<file path="config.mk">
export PLATFORM = sky130hd
export DESIGN_NAME = spi_master_cfg_flat
export DESIGN_NICKNAME = d
export VERILOG_FILES = /design/src/rtl/spi_master_cfg_if.sv /design/src/rtl/spi_master_cfg.sv /design/src/flat_wrapper.sv
export SDC_FILE = /design/constraint.sdc
export NUM_CORES = 1
export LEC_CHECK = 0
export CORE_ASPECT_RATIO = 0.7
export CORE_MARGIN = 2
export CORE_UTILIZATION = 50
export CTS_CLUSTER_DIAMETER = 150
export CTS_CLUSTER_SIZE = 10
export DETAILED_ROUTE_END_ITERATION = 12
export PLACE_DENSITY = 0.75
export SLEW_MARGIN = 15
export SYNTH_ARGS = -nofsm -noshare
export SYNTH_HDL_FRONTEND = slang
export SYNTH_SLANG_ARGS = --single-unit
</file>
<file path="constraint.sdc">
create_clock -name mclk -period 4.5 [get_ports mclk]
set_input_delay 1.35 -clock mclk [delete_from_list [all_inputs] [get_ports mclk]]
set_output_delay 1.35 -clock mclk [all_outputs]
set_load 0.01 [all_outputs]
</file>
<file path="src/rtl/spi_master_cfg_if.sv">
// Host and SPI pin bundle for spi_master_cfg; signal names follow the block's pin list.
// The master modport is the DUT view, the slave modport is the host/bench view.
interface spi_master_cfg_if #(
   parameter int unsigned DATA_W = 8,
   parameter int unsigned NUM_CS = 1,
   parameter int unsigned CSW    = (NUM_CS > 1) ? $clog2(NUM_CS) : 1
);
   logic              start;
   logic              cpol;
   logic              cpha;
   logic [CSW-1:0]    cs_sel;
   logic [DATA_W-1:0] din_master;
   logic [DATA_W-1:0] dout_master;
   logic              busy;
   logic              done;
   logic              miso;
   logic              mosi;
   logic              sclk;
   logic [NUM_CS-1:0] cs_n;

   modport master (
      input  start, cpol, cpha, cs_sel, din_master, miso,
      output dout_master, busy, done, mosi, sclk, cs_n
   );

   modport slave (
      output start, cpol, cpha, cs_sel, din_master, miso,
      input  dout_master, busy, done, mosi, sclk, cs_n
   );
endinterface

</file>
<file path="src/rtl/spi_master_cfg.sv">
// Parametrised SPI master, one DATA_W-bit full-duplex word per start, all CPOL/CPHA modes.
// Optional SPI_LOOPBACK_EN: received bits are taken from the internal mosi instead of miso.
module spi_master_cfg #(
   parameter int unsigned DATA_W  = 8,
   parameter int unsigned CLK_DIV = 2,
   parameter int unsigned NUM_CS  = 1
) (
   input  logic              mclk,
   input  logic              rst,
   spi_master_cfg_if.master  bus
);
   localparam int unsigned CSW = (NUM_CS > 1) ? $clog2(NUM_CS) : 1;
   localparam int unsigned CW  = (CLK_DIV > 1) ? $clog2(CLK_DIV) : 1;
   localparam int unsigned EW  = $clog2(2 * DATA_W + 1);
   localparam logic [CW-1:0] DivLast  = CW'(CLK_DIV - 1);
   localparam logic [EW-1:0] EdgeLast = EW'(2 * DATA_W - 1);
   localparam logic [EW-1:0] EdgeEnd  = EW'(2 * DATA_W);

   typedef enum logic [1:0] {StIdle, StSetup, StXfer, StHold} state_e;

   state_e            state_q, state_d;
   logic [CW-1:0]     cnt_q, cnt_d;
   logic [EW-1:0]     edge_q, edge_d;
   logic [DATA_W-1:0] tx_q, tx_d;
   logic [DATA_W-1:0] rx_q, rx_d;
   logic [DATA_W-1:0] dout_q, dout_d;
   logic [CSW-1:0]    cs_q, cs_d;
   logic              cpha_q, cpha_d;
   logic              sclk_q, sclk_d;
   logic              mosi_q, mosi_d;
   logic              done_q, done_d;
   logic              do_edge, leading, sample_bit, sel_ok;

`ifdef SPI_LOOPBACK_EN
   logic unused_miso;
   assign unused_miso = bus.miso;
   assign sample_bit  = mosi_q;
`else
   assign sample_bit  = bus.miso;
`endif

   assign sel_ok  = 32'(bus.cs_sel) < NUM_CS;
   // Even-numbered sclk edges move away from the idle level.
   assign leading = ~edge_q[0];

   always_comb begin
      state_d = state_q;
      cnt_d   = cnt_q;
      edge_d  = edge_q;
      tx_d    = tx_q;
      rx_d    = rx_q;
      dout_d  = dout_q;
      cs_d    = cs_q;
      cpha_d  = cpha_q;
      sclk_d  = sclk_q;
      mosi_d  = mosi_q;
      done_d  = 1'b0;
      do_edge = 1'b0;

      unique case (state_q)
         StIdle: begin
            sclk_d = bus.cpol;
            // done_q blocks a start in the completion cycle.
            if (bus.start && sel_ok && !done_q) begin
               state_d = StSetup;
               cnt_d   = '0;
               edge_d  = '0;
               rx_d    = '0;
               cs_d    = bus.cs_sel;
               cpha_d  = bus.cpha;
               if (bus.cpha) begin
                  tx_d = bus.din_master;
               end else begin
                  mosi_d = bus.din_master[DATA_W-1];
                  tx_d   = bus.din_master << 1;
               end
            end
         end
         StSetup: begin
            cnt_d = cnt_q + 1'b1;
            if (cnt_q == DivLast) begin
               state_d = StXfer;
               cnt_d   = '0;
               do_edge = 1'b1;
            end
         end
         StXfer: begin
            cnt_d = cnt_q + 1'b1;
            if (cnt_q == DivLast) begin
               cnt_d = '0;
               if (edge_q == EdgeEnd) begin
                  state_d = StHold;
               end else begin
                  do_edge = 1'b1;
               end
            end
         end
         StHold: begin
            cnt_d = cnt_q + 1'b1;
            if (cnt_q == DivLast) begin
               state_d = StIdle;
               done_d  = 1'b1;
               dout_d  = rx_q;
            end
         end
         default: state_d = StIdle;
      endcase

      if (do_edge) begin
         edge_d = edge_q + 1'b1;
         sclk_d = ~sclk_q;
         if (cpha_q ? !leading : leading) begin
            rx_d = {rx_q[DATA_W-2:0], sample_bit};
         end
         // cpha=0 never shifts after the final trailing edge.
         if (cpha_q ? leading : (!leading && edge_q != EdgeLast)) begin
            mosi_d = tx_q[DATA_W-1];
            tx_d   = {tx_q[DATA_W-2:0], 1'b0};
         end
      end
   end

   always_ff @(posedge mclk or negedge rst) begin
      if (!rst) begin
         state_q <= StIdle;
         cnt_q   <= '0;
         edge_q  <= '0;
         tx_q    <= '0;
         rx_q    <= '0;
         dout_q  <= '0;
         cs_q    <= '0;
         cpha_q  <= 1'b0;
         sclk_q  <= 1'b0;
         mosi_q  <= 1'b0;
         done_q  <= 1'b0;
      end else begin
         state_q <= state_d;
         cnt_q   <= cnt_d;
         edge_q  <= edge_d;
         tx_q    <= tx_d;
         rx_q    <= rx_d;
         dout_q  <= dout_d;
         cs_q    <= cs_d;
         cpha_q  <= cpha_d;
         sclk_q  <= sclk_d;
         mosi_q  <= mosi_d;
         done_q  <= done_d;
      end
   end

   assign bus.sclk        = sclk_q;
   assign bus.mosi        = mosi_q;
   assign bus.done        = done_q;
   assign bus.dout_master = dout_q;
   assign bus.busy        = (state_q != StIdle);
   assign bus.cs_n        = (state_q == StIdle) ? '1 : ~(NUM_CS'(1) << cs_q);
endmodule

</file>
<file path="src/flat_wrapper.sv">
// flat-port wrapper written by rule: the top's interface ports become plain ports
module spi_master_cfg_flat 
#(
   parameter int unsigned DATA_W  = 8,
   parameter int unsigned CLK_DIV = 2,
   parameter int unsigned NUM_CS  = 1
)
  (mclk, rst, bus_start, bus_cpol, bus_cpha, bus_cs_sel, bus_din_master, bus_miso, bus_dout_master, bus_busy, bus_done, bus_mosi, bus_sclk, bus_cs_n);
  spi_master_cfg_if #(.DATA_W(DATA_W), .NUM_CS(NUM_CS)) bus_i ();
  input  logic mclk;
  input  logic rst;
  input wire logic [$bits(bus_i.start)-1:0] bus_start;
  input wire logic [$bits(bus_i.cpol)-1:0] bus_cpol;
  input wire logic [$bits(bus_i.cpha)-1:0] bus_cpha;
  input wire logic [$bits(bus_i.cs_sel)-1:0] bus_cs_sel;
  input wire logic [$bits(bus_i.din_master)-1:0] bus_din_master;
  input wire logic [$bits(bus_i.miso)-1:0] bus_miso;
  output wire logic [$bits(bus_i.dout_master)-1:0] bus_dout_master;
  output wire logic [$bits(bus_i.busy)-1:0] bus_busy;
  output wire logic [$bits(bus_i.done)-1:0] bus_done;
  output wire logic [$bits(bus_i.mosi)-1:0] bus_mosi;
  output wire logic [$bits(bus_i.sclk)-1:0] bus_sclk;
  output wire logic [$bits(bus_i.cs_n)-1:0] bus_cs_n;
  assign bus_i.start = bus_start;
  assign bus_i.cpol = bus_cpol;
  assign bus_i.cpha = bus_cpha;
  assign bus_i.cs_sel = bus_cs_sel;
  assign bus_i.din_master = bus_din_master;
  assign bus_i.miso = bus_miso;
  assign bus_dout_master = bus_i.dout_master;
  assign bus_busy = bus_i.busy;
  assign bus_done = bus_i.done;
  assign bus_mosi = bus_i.mosi;
  assign bus_sclk = bus_i.sclk;
  assign bus_cs_n = bus_i.cs_n;
  spi_master_cfg #(.DATA_W(DATA_W), .CLK_DIV(CLK_DIV), .NUM_CS(NUM_CS)) u_core (.mclk(mclk), .rst(rst), .bus(bus_i));
endmodule
</file>
==> flow_results.org <==
** Synthesis
- Dominant cell type by area after synthesis :: dfrtp_1
- Syn. warnings :: 0
- The mapped netlist covers 1890 sq um.
- A synthesized cell averages 11.3 sq um.
- Synthesized net count :: 189
- By area the synthesized netlist is led by dfrtp_1 (49%), mux2_4 (7.2%), mux2i_1 (6.9%), mux2_2 (6.6%), ha_1 (4.6%).
- Part of the Yosys area used for sequential elements :: 49.0%
- In this run, distinct cell masters in the synthesized netlist total 35.
- Counting flops with a built-in enable in the synthesized netlist gives 0.
- After synthesis, the share of flip-flops with an asynchronous set or reset is 100%.
- The most used flip-flop cell after synthesis is dfrtp_1.
- FF+latch count, synth :: 37
- Of the post-synthesis cell area, the dominant cell type holds 49.0%.
- Post-Syn Instances :: 167

** Cells and area
- For this run, the post-layout net count is 218.
- Finished layout cell area :: 2300 sq um
- Final core utilization :: 64.3%
- Relative to the synthesized area, the layout overhead comes to 21.9%.
- Fraction of final layout cells with drive strength greater than 1 :: 18.8%
- Layout filler cell count :: 278
- Total inserted antenna cells :: 0

** Power and ir drop
- Power comes to 1.43 mW.
- Combinational share of power :: 41.8%
- Share of total power in sequential cells :: 38.3%
- Design internal power :: 944 uW
- Reported net switching power :: 488 uW
- Power spread over the standard cell area amounts to 622 nW/um^2.
- Net switching is 34.1% of the power.
- Per report_power, the clock group accounts for 20.0% of the total.
- Static leakage :: 1.09 nW
- VDD sags by at most 246 uV.

** STA
- For the final routed database, the setup TNS stands at 0 ps.
- Post-route worst setup slack :: 1250 ps
- Setup Skew :: 8.66 ps
- Final worst path period need :: 3250 ps
- For the pin with the worst max-slew slack, the measured transition is 556 ps.
- Max Transition Viols Final :: 0
- Tcrit/Tclk final :: 72.1%
- Worst slew margin :: 62.9%
- Number of setup violations in the final report :: 0
- Static timing analysis puts the maximum clock frequency at 0.308 GHz.
- Setup repair after global routing left no endpoint under its margin.
- Final count of hold timing violations :: 0

** Placement
- The placed instances occupy a cell area of 2190 sq um.
- Buffers placed on the I/O ports in this run total 27.
- Worst setup slack before clock tree synthesis :: 1440 ps
- Detail Placement HPWL :: 2540 microns
- Final weighted congestion of routability-driven global placement :: 0.747

** Die
- Pin placement for this block handled 28 I/O pins.
- Once the floorplan was initialized, standard cells occupied 52.7% of the core.
- The floorplan step set the die height to 55.4 microns.
- Number of placement rows :: 18
- The die covers 4290 sq um.
- The core region is 3580 sq um.
- The die is 77.4 microns wide.

** Critical path
- The critical path contains buffers and inverters numbering 2 combined.
- Critical path's top delay family :: buffers and inverters
- Category of the worst setup path launch point :: register
- Arrival time at the worst endpoint :: 1900 ps
- Traced cell by cell, the critical path runs through inv_1, ha_1, or2_2, clkdlybuf4s50_1.
- Start-to-end type of the worst setup path :: register to output port
- STA classifies the critical path endpoint as an output port.
- Along the worst path, the maximum fanout reaches 9.
- In this design, the stage delay of the slowest critical-path cell is 470 ps.
- For this design, the slowest cell found on the critical path is clkdlybuf4s50_1.
- Data required time of the worst path :: 3150 ps

** Drt
- In the routed design, unresolved DRC markers number 0.
- In this run the remaining antenna-violating nets after routing total 0.
- The pre-antenna-repair detailed-routing pass consisted of 4 iterations.
- Dividing the detail-routed wire length by the instance count gives 15.2 microns.
- Total number of vias :: 1278
- In the routed layout, each cell is associated on average with a via count of 5.17.
- WL final :: 3750 microns
- After the first detailed-routing iteration, the DRC count stood at 38.

** Clock network
- Clock latency on the worst-skew pair, taken at its later pin, is 290 ps.
- Count of buffers added by post-CTS timing repair for setup :: 0
- The H-tree was split into 2 levels.
- After clock tree synthesis, the clock-pin slew on the worst setup and hold paths is 70 ps.
- Max Buffers Root-to-Sink :: 2
- CTS hold repair buffers :: 0
- The tree is rooted in a clkbuf_8.
- After clock tree synthesis, the repair step resized 0 gates.
- Number of clock buffers inserted by TritonCTS :: 5
- Clock tree from TritonCTS :: built
- Number of sinks on the clock net :: 37

** Global routing
- Total routing resource utilization after global routing :: 19.1%
- Entering global routing, the biggest net connects 38 pins.
- The first global-routing pass estimated 6470 microns of wire.
- Grt ovf :: 0
- The via count of the first global-routing pass came to 1374.
- Initial antenna violation count :: 0

** Run
- Max-cap check violation count :: 0

** Run status
- Status :: complete, no violations

** Worst hold path
- The min-delay analysis places its worst path in the category register to register.
-- sequential cells by signal, summed over array words and instances, names as in the netlist --
| register | flops |
|---|---|
| u_core.cnt_q | 1 |
| u_core.rx_q | 8 |
| u_core.tx_q | 8 |
| u_core.edge_q | 5 |
| u_core.bus.done | 1 |
| u_core.bus.mosi | 1 |
| u_core.bus.sclk | 1 |
| u_core.bus.dout_master | 8 |
| u_core.cpha_q | 1 |
| u_core.cs_q | 1 |
| u_core.state_q | 2 |
-- synthesized netlist by cell type (2+ instances only) --
library cell / number
dfrtp_1: 37
mux2i_1: 13
nand3_1: 5
mux2_2: 11
o21ai_0: 11
buf_2: 2
o31ai_1: 2
mux2_4: 9
clkbuf_1: 3
a21oi_1: 3
inv_1: 11
nor2_1: 8
ha_1: 7
nand2_1: 23
xnor2_1: 2
-- worst paths after layout --
| kind | from | endpoint | slack (ps) | cells past startpoint |
|---|---|---|---|---|
| setup reg to reg | u_core.edge_q[0] | u_core.tx_q[5] | 2040 | 6 |
| setup / recovery | u_core.state_q[0] | bus_cs_n | 1250 | 4 |
| max in group asynchronous | rst | u_core.tx_q[5] | 2680 | 2 |
| hold reg to reg | u_core.bus.sclk | u_core.bus.sclk | 460 | 1 |
| min in group asynchronous | rst | u_core.rx_q[4] | 1480 | 2 |
| hold / removal | u_core.bus.sclk | u_core.bus.sclk | 460 | 1 |
-- cell families after synthesis --
| family | Yosys count | share of synthesized area (%) |
|---|---|---|
| xor gates and xnor gates | 2 | 0.928 |
| and+or+nand+nor | 49 | 13.1 |
| muxes | 33 | 20.6 |
| adders and majority gates | 7 | 4.64 |
| buffers and inverters | 18 | 4.64 |
| DFF | 37 | 49.0 |
| AOI/OAI and AO/OA | 21 | 7.09 |
-- area by class of cell --
type                            instances  area (sq um)  share of cell area, %
Sequential cell                        37           926                   40.2
Multi-Input combinational cell        112           875                   38.0
Timing Repair Buffer                   29           285                   12.4
Clock buffer                            6          72.6                   3.15
Tap cell                               50          62.6                   2.72
Inverter                               11          41.3                   1.79
Clock inverter                          2          38.8                   1.69
-- power groups by stage --
stage / combinational (mW) / sequential [mW] / clock, mW
detailed placement: 0.590 / 0.550 / 0
global placement: 0.566 / 0.542 / 0
global route: 0.662 / 0.565 / 0.306
CTS: 0.599 / 0.548 / 0.294
floorplan: 0.417 / 0.542 / 0
finish: 0.598 / 0.548 / 0.286
-- cell usage in the layout, fill, tap and decap left out, drive strengths merged --
master	instances
dfrtp	37
clkdlybuf4s50	27
nand2	24
mux2	20
mux2i	13
o21ai	12
inv	11
nor2	9
ha	7
clkbuf	6
nand3	5
a21oi	3
xnor2	2
o31ai	2
buf	2
and2b	2
a211oi	2
or3b	1
and4bb	1
nand4bb	1
nor3b	1
and3	1
or2	1
a22o	1
and2	1
nor3	1
o32a	1
nor2b	1
clkinv	1
bufinv	1
-- metal layers --
metal / vias up / wire [microns] / global-route usage, %
met5: - / 0 / 0
met4: 0 / 46 / 6.89
met3: 4 / 146 / 5.72
met2: 27 / 1880 / 32.0
met1: 627 / 1680 / 23.6
li1: 620 / - / -
-- through the flow --
| step | hold WS (ps) | instances |
|---|---|---|
| floorplan | 444 | 167 |
| global placement | 444 | 239 |
| detailed placement | 457 | 239 |
| CTS | 465 | 247 |
| global route | 493 | 247 |
| finish | 464 | 247 |
(Power assumes the default switching activity.)
